===== src/rtl/apb_pkg.sv =====
// Shared APB master types, width defaults and the round-robin index helper.
// Pure declarations: no latency, no flow control.
// Holds nothing stateful.
package apb_pkg;

    localparam int DEF_ADDR_SIZE = 10;
    localparam int DEF_DATA_SIZE = 32;

    typedef enum logic [1:0] {
        APB_IDLE,
        APB_SETUP,
        APB_ACCESS
    } apb_state_t;

    // (base + off) mod n for base, off in [0, n); avoids a general divider.
    function automatic int rr_wrap(input int base, input int off, input int n);
        int s;
        s = base + off;
        return (s >= n) ? (s - n) : s;
    endfunction

endpackage


===== src/rtl/apb_rr_arbiter.sv =====
// Round-robin pick: first eligible requester at or after the pointer, wrapping.
// Latency: purely combinational.
// Backpressure: none; found_o=0 when nothing is eligible.
module apb_rr_arbiter
    import apb_pkg::*;
#(
    parameter int NUM_REQ = 2,
    localparam int IDX_W  = $clog2(NUM_REQ)
) (
    input  logic [NUM_REQ-1:0] eligible_i,
    input  logic [IDX_W-1:0]   ptr_i,
    output logic [IDX_W-1:0]   grant_o,
    output logic               found_o
);

    // Scan from the farthest offset down so the nearest eligible index wins.
    always_comb begin
        grant_o = '0;
        found_o = 1'b0;
        for (int k = NUM_REQ - 1; k >= 0; k--) begin
            if (eligible_i[IDX_W'(rr_wrap(int'(ptr_i), k, NUM_REQ))]) begin
                grant_o = IDX_W'(rr_wrap(int'(ptr_i), k, NUM_REQ));
                found_o = 1'b1;
            end
        end
    end

endmodule


===== src/rtl/apb_master_arbiter.sv =====
// Shares one APB slave port between NUM_REQ requesters, round-robin; APB_TIMEOUT_EN adds an ACCESS abort.
// Latency: req_valid@T0 -> psel@T1 -> penable@T2 -> rsp_valid@T3, +1 per pready wait cycle.
// Backpressure: requesters hold req_valid until their rsp_valid pulse; pready stalls ACCESS.
module apb_master_arbiter
    import apb_pkg::*;
#(
    parameter int NUM_REQ        = 2,
    parameter int ADDR_SIZE      = DEF_ADDR_SIZE,
    parameter int DATA_SIZE      = DEF_DATA_SIZE,
    parameter int TIMEOUT_CYCLES = 16
) (
    input  logic                           pclk,
    input  logic                           presetn,
    input  logic [NUM_REQ-1:0]             req_valid,
    input  logic [NUM_REQ-1:0]             req_write,
    input  logic [NUM_REQ*ADDR_SIZE-1:0]   req_addr,
    input  logic [NUM_REQ*DATA_SIZE-1:0]   req_wdata,
    output logic [NUM_REQ-1:0]             rsp_valid,
    output logic [DATA_SIZE-1:0]           rsp_rdata,
    output logic                           rsp_err,
    output logic                           psel,
    output logic                           penable,
    output logic                           pwrite,
    output logic [ADDR_SIZE-1:0]           paddr,
    output logic [DATA_SIZE-1:0]           pwdata,
    input  logic                           pready,
    input  logic [DATA_SIZE-1:0]           prdata,
    input  logic                           pslverr
);

    localparam int IDX_W = $clog2(NUM_REQ);

    apb_state_t             state_q;
    logic [IDX_W-1:0]       ptr_q;
    logic [IDX_W-1:0]       grant_q;
    logic                   psel_q;
    logic                   penable_q;
    logic                   pwrite_q;
    logic [ADDR_SIZE-1:0]   paddr_q;
    logic [DATA_SIZE-1:0]   pwdata_q;
    logic [NUM_REQ-1:0]     rsp_valid_q;
    logic [DATA_SIZE-1:0]   rsp_rdata_q;
    logic                   rsp_err_q;

    logic [NUM_REQ-1:0]     eligible;
    logic [IDX_W-1:0]       arb_grant;
    logic                   arb_found;

`ifdef APB_TIMEOUT_EN
    logic [7:0]             wait_q;
    logic                   timeout;
    assign timeout = (wait_q == 8'(TIMEOUT_CYCLES - 1));
`endif

    // A requester whose completion pulse is on the wire this cycle is still
    // holding req_valid from the old transfer; it must not be re-granted.
    assign eligible = req_valid & ~rsp_valid_q;

    apb_rr_arbiter #(
        .NUM_REQ (NUM_REQ)
    ) u_arb (
        .eligible_i (eligible),
        .ptr_i      (ptr_q),
        .grant_o    (arb_grant),
        .found_o    (arb_found)
    );

    always_ff @(posedge pclk or negedge presetn) begin
        if (!presetn) begin
            state_q     <= APB_IDLE;
            ptr_q       <= '0;
            grant_q     <= '0;
            psel_q      <= 1'b0;
            penable_q   <= 1'b0;
            pwrite_q    <= 1'b0;
            paddr_q     <= '0;
            pwdata_q    <= '0;
            rsp_valid_q <= '0;
            rsp_rdata_q <= '0;
            rsp_err_q   <= 1'b0;
`ifdef APB_TIMEOUT_EN
            wait_q      <= '0;
`endif
        end else begin
            rsp_valid_q <= '0;
            case (state_q)
                APB_IDLE: begin
                    if (arb_found) begin
                        grant_q   <= arb_grant;
                        ptr_q     <= IDX_W'(rr_wrap(int'(arb_grant), 1, NUM_REQ));
                        paddr_q   <= req_addr[int'(arb_grant) * ADDR_SIZE +: ADDR_SIZE];
                        pwdata_q  <= req_wdata[int'(arb_grant) * DATA_SIZE +: DATA_SIZE];
                        pwrite_q  <= req_write[arb_grant];
                        psel_q    <= 1'b1;
                        penable_q <= 1'b0;
                        state_q   <= APB_SETUP;
`ifdef APB_TIMEOUT_EN
                        wait_q    <= '0;
`endif
                    end
                end
                APB_SETUP: begin
                    penable_q <= 1'b1;
                    state_q   <= APB_ACCESS;
                end
                APB_ACCESS: begin
                    if (pready) begin
                        psel_q               <= 1'b0;
                        penable_q            <= 1'b0;
                        state_q              <= APB_IDLE;
                        rsp_valid_q[grant_q] <= 1'b1;
                        rsp_err_q            <= pslverr;
                        rsp_rdata_q          <= pwrite_q ? '0 : prdata;
                    end
`ifdef APB_TIMEOUT_EN
                    else if (timeout) begin
                        psel_q               <= 1'b0;
                        penable_q            <= 1'b0;
                        state_q              <= APB_IDLE;
                        rsp_valid_q[grant_q] <= 1'b1;
                        rsp_err_q            <= 1'b1;
                        rsp_rdata_q          <= '0;
                    end else begin
                        wait_q <= wait_q + 8'd1;
                    end
`endif
                end
                default: state_q <= APB_IDLE;
            endcase
        end
    end

    assign rsp_valid = rsp_valid_q;
    assign rsp_rdata = rsp_rdata_q;
    assign rsp_err   = rsp_err_q;
    assign psel      = psel_q;
    assign penable   = penable_q;
    assign pwrite    = pwrite_q;
    assign paddr     = paddr_q;
    assign pwdata    = pwdata_q;

endmodule

===== config.mk =====
export PLATFORM = sky130hd
export DESIGN_NAME = apb_master_arbiter
export DESIGN_NICKNAME = d
export VERILOG_FILES = /design/src/rtl/apb_pkg.sv /design/src/rtl/apb_rr_arbiter.sv /design/src/rtl/apb_master_arbiter.sv
export SDC_FILE = /design/constraint.sdc
export NUM_CORES = 1
export LEC_CHECK = 0
export CAP_MARGIN = 30
export CORE_ASPECT_RATIO = 0.7
export CORE_MARGIN = 5
export CORE_UTILIZATION = 39
export DETAILED_ROUTE_END_ITERATION = 10
export PLACE_DENSITY_LB_ADDON = 0.1
export SLEW_MARGIN = 10
export SYNTH_ARGS = -nofsm -noshare
export SYNTH_HDL_FRONTEND = slang
export SYNTH_SLANG_ARGS = --single-unit

===== constraint.sdc =====
create_clock -name pclk -period 1.7 [get_ports pclk]
set_clock_uncertainty 0.1 [all_clocks]
set_input_delay 0.51 -clock pclk [delete_from_list [all_inputs] [get_ports pclk]]
set_output_delay 0.51 -clock pclk [all_outputs]
set_load 0.1 [all_outputs]

==> reports/results.ini <==
[outcome]
status=complete, no violations

[synthesis]
netlist_area_um2=3760
yosys_most_used_dff=dfrtp_1
post_synth.cell_area_avg_um2=10.4
synth_top_area_share_pct=55.9
synth.area.top_cells=dfrtp_1 56%, mux2i_1 11%, nand2_1 7.7%, nand2b_1 5.5%, o21ai_1 5.3%
netlist_top_cells_count=84 x dfrtp_1, 77 x nand2_1, 43 x mux2i_1, 40 x o21ai_1, 35 x o21ai_0
ys_seq_area_share_pct=55.9
synth.distinct_cells=25
yosysMostFrequentCell=dfrtp_1
synth_seq_cells=84
syn_inst=361
async_reset_ff_share_pct=100
synth_edf_count=0
yosysWarningCount=0
synth_nets=490
yosysTopAreaCell=dfrtp_1

[die]
core_area_um2=9530
ios=204
rows=30
initial_core_util_pct=39.4
dieArea_um2=11700
die_height_um=92.1
die_x_um=127

[global_routing]
grt_max_degree=50
grt_pass1_wl_um=17100
globalRouteOverflowTotal=0
track_usage_pct=18.7
antenna_found_initial=0
first_global_vias=3338

[worst_setup_path]
path_max_fanout=4
startpoint_type=flop
required_ns=1.81
critPathCaptureType=flop
worst_ep_arrival_time_ns=1.77
worstSetupPathType=flop to flop

[clocking]
clk_latency_ns=0.33
cts_buffer_depth=2
root_buffer=clkbuf_16
cts_tree=yes
clkTransAtPathRegs_ns=0.06
clock-sinks=84
htreeDepth=3
cts_buffers=9

[routing]
ant_nets=0
via_per_inst=4.69
wl_um=11100
wl_per_cell_um=15.7
drtIter0Drc=130
vias=3292
drt_pass1_iterations=4
drc=0

[worst_hold_path]
hold_class=flop to flop

[finish]
fin_cells=702
nets=699
area_growth_pct=90.4
antennaDiodeCount=0
fill_cells=662
drive_gt1_share_pct=22.1

[sta]
fin_ws_ns=0.0422
fin_tns_setup_ns=0
period_share_pct=97.5
max_slew_margin_pct=82.1
setup_viol=0
fin_crit_ns=1.66
finalMaxSlewViolations=0
finalHoldViolations=0
worst_pin_slew_ns=0.261
max_freq_ghz=0.603

[place]
place_worst_setup_slack_ns=-0.237
place_congestion=0.754
hpwl_um=8790
dp.cells=684
io_buffers=202

[job]
max_cap_viol_count=0

==> layer usage <==
metal | global-route usage (%) | up-vias | routed length [µm]
li1 | - | 1626 | -
met1 | 20.6 | 1543 | 4140
met2 | 33.0 | 112 | 5830
met3 | 8.38 | 11 | 982
met4 | 4.29 | 0 | 106
met5 | 0 | - | 0
==> timing repair <==
item                                    4_1_cts  5_1_grt
hold endpoints to repair                     11        0
hold buffers                                  1        0
endpoints found under the setup margin        0        3
resized for setup                             0        6
setup buffers                                 0        2
==> through the flow <==
step | area (µm²) | hold slack (ns) | utilization, %
3_3_place_gp | 6800 | 0.280 | 71.4
2_1_floorplan | 3760 | 0.114 | -
4_1_cts | 7120 | 0.369 | 74.7
6_report | 7160 | 0.374 | 75.1
3_5_place_dp | 6800 | 0.281 | 71.4
5_1_grt | 7160 | 0.393 | 75.1
==> worst max-delay path, cell delays in order, from the launching register on <==
cell and delay [ns]:
dfrtp_1 0.40, buf_4 0.15, ha_2 0.19, nor2b_2 0.17
a21oi_2 0.17, mux2_2 0.36
==> cell type report <==
class                      count  area, µm²  share of cell area [%]
timing repair buffer         222       3040                    42.4
sequential                    84       2100                    29.4
multi-input combinational    249       1530                    21.4
clock buffer                  10        229                    3.20
tap                          128        160                    2.24
clock inverter                 5       77.6                    1.08
inverter                       4       15.0                   0.210
==> cell usage in the layout, fill, tap and decap left out, drive strengths merged, types with 2 or more instances in the layout <==
cell type,Yosys,layout
buf,15,100
bufinv,0,2
clkbuf,9,10
clkdlybuf4s50,0,121
clkinv,0,2
dfrtp,84,84
ha,5,5
inv,4,4
mux2,5,5
mux2i,43,43
nand2,77,77
nand2b,33,33
nor2,2,2
o21ai,75,75
==> path summary, 6_finish.rpt <==
check / startpoint / to / slack (ns) / depth (start not counted)
worst max register to register: state_q[1] / state_q[1] / 0.04 / 5
max in group asynchronous: presetn / rsp_rdata[26] / 0.50 / 3
min in group asynchronous: presetn / paddr[5] / 0.50 / 2
worst min-delay path: grant_q / rsp_valid[0] / 0.37 / 1
worst max-delay path: state_q[1] / state_q[1] / 0.04 / 5
worst min register to register: grant_q / rsp_valid[0] / 0.37 / 1
==> cells by family after synthesis <==
| group | count (synthesis) | synth area share (%) |
|---|---|---|
| fa+ha+maj | 5 | 1.66 |
| compound gates | 80 | 11.0 |
| xor+xnor | 1 | 0.233 |
| flops | 84 | 55.9 |
| mux | 48 | 13.0 |
| simple gates | 115 | 14.2 |
| buf+inv | 28 | 3.89 |
==> sequential cells by signal (all words and copies together) (netlist names) <==
signal	flops
pwdata	32
rsp_rdata	32
paddr	10
rsp_valid	2
state_q	2
grant_q	1
penable	1
psel	1
ptr_q	1
pwrite	1
rsp_err	1
Power is not shown: default switching activity piles up to over one toggle a cycle in this logic, so the estimate is an artifact.
